<file path="src/rtl/sar_search_controller.sv">
// Successive-approximation search controller driving an unsigned comparator.
// Walks the trial bit MSB-first, exits early on equality, then verifies.
module sar_search_controller #(
  parameter int WIDTH  = 4,
  parameter int SETTLE = 0
) (
  input  logic             clk,
  input  logic             rst_n,
  input  logic             start,
  input  logic             cmp_gt,
  input  logic             cmp_lt,
  input  logic             cmp_eq,
  output logic [WIDTH-1:0] guess_o,
  output logic [WIDTH-1:0] result,
  output logic             busy,
  output logic             done,
  output logic             found,
  output logic             err
);

  localparam int IW = (WIDTH > 1) ? $clog2(WIDTH) : 1;
  localparam logic [WIDTH-1:0] MSB = WIDTH'(1) << (WIDTH - 1);

  typedef enum logic [1:0] {
    IDLE,
    TRIAL,
    VERIFY,
    DONE
  } state_t;

  state_t           state;
  logic [3:0]       settleCnt;
  logic [IW-1:0]    bitIdx;
  logic [WIDTH-1:0] acc;

  logic             legal;
  logic             sampleNow;
  logic [IW-1:0]    nextIdx;
  logic [WIDTH-1:0] nextAcc;
  logic [WIDTH-1:0] trialBit;

  always_comb begin
    legal     = 1'b0;
    unique case ({cmp_gt, cmp_lt, cmp_eq})
      3'b100, 3'b010, 3'b001: legal = 1'b1;
      default:                legal = 1'b0;
    endcase
    sampleNow = (settleCnt == 4'(SETTLE));
    nextIdx   = bitIdx - 1'b1;
    // lt keeps the trial bit, gt drops it
    nextAcc   = cmp_lt ? guess_o : acc;
    trialBit  = WIDTH'(1) << nextIdx;
  end

  always_ff @(posedge clk or negedge rst_n) begin
    if (!rst_n) begin
      state     <= IDLE;
      settleCnt <= '0;
      bitIdx    <= '0;
      acc       <= '0;
      guess_o   <= '0;
      result    <= '0;
      busy      <= 1'b0;
      done      <= 1'b0;
      found     <= 1'b0;
      err       <= 1'b0;
    end else begin
      unique case (state)
        IDLE, DONE: begin
          if (start) begin
            acc       <= '0;
            bitIdx    <= IW'(WIDTH - 1);
            guess_o   <= MSB;
            settleCnt <= '0;
            busy      <= 1'b1;
            done      <= 1'b0;
            found     <= 1'b0;
            err       <= 1'b0;
            state     <= TRIAL;
          end
        end
        TRIAL: begin
          if (!sampleNow) begin
            settleCnt <= settleCnt + 4'd1;
          end else begin
            settleCnt <= '0;
            if (!legal) begin
              result <= guess_o;
              err    <= 1'b1;
              found  <= 1'b0;
              busy   <= 1'b0;
              done   <= 1'b1;
              state  <= DONE;
            end else if (cmp_eq) begin
              result <= guess_o;
              found  <= 1'b1;
              busy   <= 1'b0;
              done   <= 1'b1;
              state  <= DONE;
            end else begin
              acc <= nextAcc;
              if (bitIdx != '0) begin
                bitIdx  <= nextIdx;
                guess_o <= nextAcc | trialBit;
              end else begin
                guess_o <= nextAcc;
                state   <= VERIFY;
              end
            end
          end
        end
        VERIFY: begin
          if (!sampleNow) begin
            settleCnt <= settleCnt + 4'd1;
          end else begin
            settleCnt <= '0;
            result    <= acc;
            guess_o   <= acc;
            busy      <= 1'b0;
            done      <= 1'b1;
            state     <= DONE;
            if (legal && cmp_eq) begin
              found <= 1'b1;
              err   <= 1'b0;
            end else begin
              found <= 1'b0;
              err   <= 1'b1;
            end
          end
        end
        default: state <= IDLE;
      endcase
    end
  end

endmodule

</file>
<file path="config.mk">
export PLATFORM = sky130hd
export DESIGN_NAME = sar_search_controller
export DESIGN_NICKNAME = d
export VERILOG_FILES = /design/src/rtl/sar_search_controller.sv
export SDC_FILE = /design/constraint.sdc
export NUM_CORES = 1
export LEC_CHECK = 0
export ABC_AREA = 1
export BUFFER_PORTS_ARGS = -buffer_cell sky130_fd_sc_hd__buf_2
export CORE_ASPECT_RATIO = 2
export CORE_MARGIN = 1
export CORE_UTILIZATION = 55
export CTS_CLUSTER_SIZE = 8
export DETAILED_ROUTE_END_ITERATION = 8
export GPL_TIMING_DRIVEN = 0
export PLACE_DENSITY = 0.87
export RECOVER_POWER = 100
export SLEW_MARGIN = 20
export SYNTH_ARGS = -nofsm -noshare
export SYNTH_HDL_FRONTEND = slang
export SYNTH_SLANG_ARGS = --single-unit
</file>
<file path="constraint.sdc">
create_clock -name clk -period 1.8 [get_ports clk]
set_input_delay 0.27 -clock clk [delete_from_list [all_inputs] [get_ports clk]]
set_output_delay 0.27 -clock clk [all_outputs]
set_load 0.1 [all_outputs]
</file>
==> metrics.md <==
| Metric | Value |
|---|---|
| Via count | `roughly 1300` |
| Critical path buffers and inverters | `4` |
| Synthesized area | `around 1500 µm²` |
| CTS tree | `yes` |
| ANT nets after route | `0` |
| Slowest stage delay, CP | `between 0.4 and 0.5 ns` |
| Worst min-delay path class | `input pin to flop` |
| Worst-path fanout max | `9` |
| Placer congestion estimate | `approximately 0.84` |
| Initial antenna violation count | `0` |
| Syn_area_per_cell | `between 7 and 8 µm²` |
| Area of the die | `around 3000 µm²` |
| # DRC | `0` |
| Later-pin clock latency in the skew report | `around 0.26 ns` |
| Run status | `finished clean` |
| Nets | `~230` |
| Top cell family by delay on the critical path | `adder cells` |
| CTS Sinks | `24` |
| Overall die width | `roughly 39 µm` |
| Distinct cell type count after synthesis | `27` |
| Period utilization | `93.0%` |
| Via-to-Cell Ratio | `around 5.5` |
| First-pass GRT wire length | `5250 µm` |
| Pin count of the biggest net entering global routing | `25` |
| Worst setup SP type | `flop` |
| Htree depth | `1` |
| Slowest CP cell | `ha_2` |
| Routed WL | `3300 µm` |
| Slew Limit Fails | `0` |
| RSZ-0062 raised after global routing | `false` |
| Post-synth EDFFs | `0` |
| Core Rows | `26` |
| Gr ovfl total | `0` |
| Post-synth top cells | `75 x nand2_1, 24 x dfrtp_1, 16 x inv_1` |
| Wirelength per Cell | `around 14 µm` |
| Ant diodes | `0` |
| Core area | `2570 µm²` |
| Crit path DAT | `approximately 1.9 ns` |
| Top FF cell, synth | `dfrtp_1` |
| Num CTS Buffers | `3` |
| Most common cell in the netlist | `nand2_1` |
| Initial Utilization | `roughly three fifths` |
| Largest area contributor in the netlist | `dfrtp_1` |
| Detailed Place HPWL | `2510 µm` |
| Kind of critical path | `flop to flop` |
| Max-cap violations | `0` |
| Yosys warning count | `0` |
| Crit path time final | `~1.7 ns` |
| Vias in the first global route | `around 1300` |
| Share of Yosys cell area claimed by the top area cell type | `around 40%` |
| Worst slew pin tran | `0.594 ns` |
| R2r worst-path depth | `10` |
| DRT iter0 DRCs | `36` |
| I/O pin count | `18` |
| Post-synthesis async set-or-reset flop share | `100%` |
| Min-Delay Path Depth | `3` |
| I/O Buffers | `17` |
| Gr usage total | `approximately 24%` |
| Crit path capture type | `flop` |
| Endpoints failing hold | `0` |
| Final setup vio count | `0` |
| Die Y | `about 76 µm` |
| Root Driver | `clkbuf_8` |
| Setup TNS | `0 ns` |
| Clk slew on worst S/H paths | `around 0.09 ns` |
| Layout cell share with drive strength beyond 1 | `20.9%` |
| Ranking of synthesized cells by area | `dfrtp_1 40%, nand2_1 19%, ha_1 5.8%` |
| Worst-path cell chain | `inv_1 > ha_2 > clkinv_4 > nor2_8 > inv_4 > nand2_4 > inv_4 > nand2_2 > nand2_1 > o21ai_1` |
| #FFs+latches synth | `24` |
| Fmax | `around 600 MHz` |
| Post-CTS Repair Setup Buffers | `0` |
| Syn-to-layout area delta | `11.4%` |
| Levels on crit path | `10` |
| CTS Buffer Depth | `2` |
| Worst Skew | `between 0.005 and 0.006 ns` |
| Synth Net Count | `slightly above 200` |
| DRT Pass-1 Iters | `6` |
| Post-synthesis sequential area ratio | `roughly two fifths` |
| Slew HR | `between 60 and 70%` |
| Worst path required time | `1.99 ns` |
| Syn Inst Count | `around 190` |
| Most used cell, CP | `inv_4` |
## per-stage QoR
stage / util (%) / instance area (µm²) / hold WS [ns] / std cells / setup WS (ns)
2_1_floorplan: - / 1520 / -0.0256 / 193 / 0.288
3_3_place_gp: 63.8 / 1640 / 0.276 / 238 / 0.159
3_5_place_dp: 63.8 / 1640 / 0.280 / 238 / 0.132
4_1_cts: 66.3 / 1700 / 0.323 / 243 / 0.108
5_1_grt: 65.9 / 1690 / 0.315 / 243 / 0.0164
6_report: 65.9 / 1690 / 0.318 / 243 / 0.127
## area by class of cell
| type | count | area (µm²) |
|---|---|---|
| timing repair buffer | 18 | 95.1 |
| sequential | 24 | 601 |
| fill | 233 | 877 |
| tap | 28 | 35.0 |
| multi-input combinational | 144 | 781 |
| clock buffer | 4 | 55.1 |
| buffer | 2 | 27.5 |
| inverter | 23 | 98.8 |
## registers in the layout, summed over array words and instances (netlist names)
register,count
acc,4
bitIdx,2
busy,1
done,1
err,1
found,1
guess_o,4
result,4
settleCnt,4
state,2
## worst paths after layout
path	from	slack [ns]	end
worst max register to register	state[0]	0.13	guess_o[0]
worst min register to register	err	0.48	err
max in group asynchronous	rst_n	0.85	bitIdx[1]
worst max-delay path	state[0]	0.13	guess_o[0]
worst min-delay path	cmp_eq	0.32	found
min in group asynchronous	rst_n	0.55	settleCnt[3]
## tightest hold or removal path: cells and delay by family
kind	cells	cell delay [ns]
AO/OA/AOI/OAI	1	0.07
buffers and inverters	1	0.12
AND/OR/NAND/NOR	1	0.10
## what timing repair did
item | CTS | global route
endpoints found under the hold margin | 24 | 0
setup endpoints to repair | 0 | 3
hold buffers | 1 | 0
resized for setup | 0 | 2
## placed cells by master (no fill, tap or decap), drive strengths merged
master,netlist,layout
o22ai,2,2
clkbuf,0,17
nor2,14,14
inv,23,22
a21oi,7,7
clkinv,0,1
nand2,80,80
dlygate4sd3,0,1
xnor2,1,1
o21ai,11,11
nand3,10,10
xor2,1,1
nand3b,1,1
dfrtp,24,24
or2,1,1
ha,7,7
buf,2,6
nand4,9,9
## cells by family (layout without fill, tap and decap cells)
logic type	count (synthesis)	after routing	share of synthesized area [%]
AOI/OAI and AO/OA	20	20	7.00
buffers and inverters	25	47	8.15
adders and majority gates	7	7	5.77
and+or+nand+nor	115	115	38.4
DFF	24	24	39.5
xor gates and xnor gates	2	2	1.15
## layer usage
metal | share of wire, % | track usage, %
met2 | 56 | 45.2
met4 | 3.5 | 11.7
met1 | 38 | 23.9
met3 | 2.3 | 1.75
met5 | 0 | 0
Power is not shown: default switching activity piles up to over one toggle a cycle in this logic, so the estimate is an artifact.
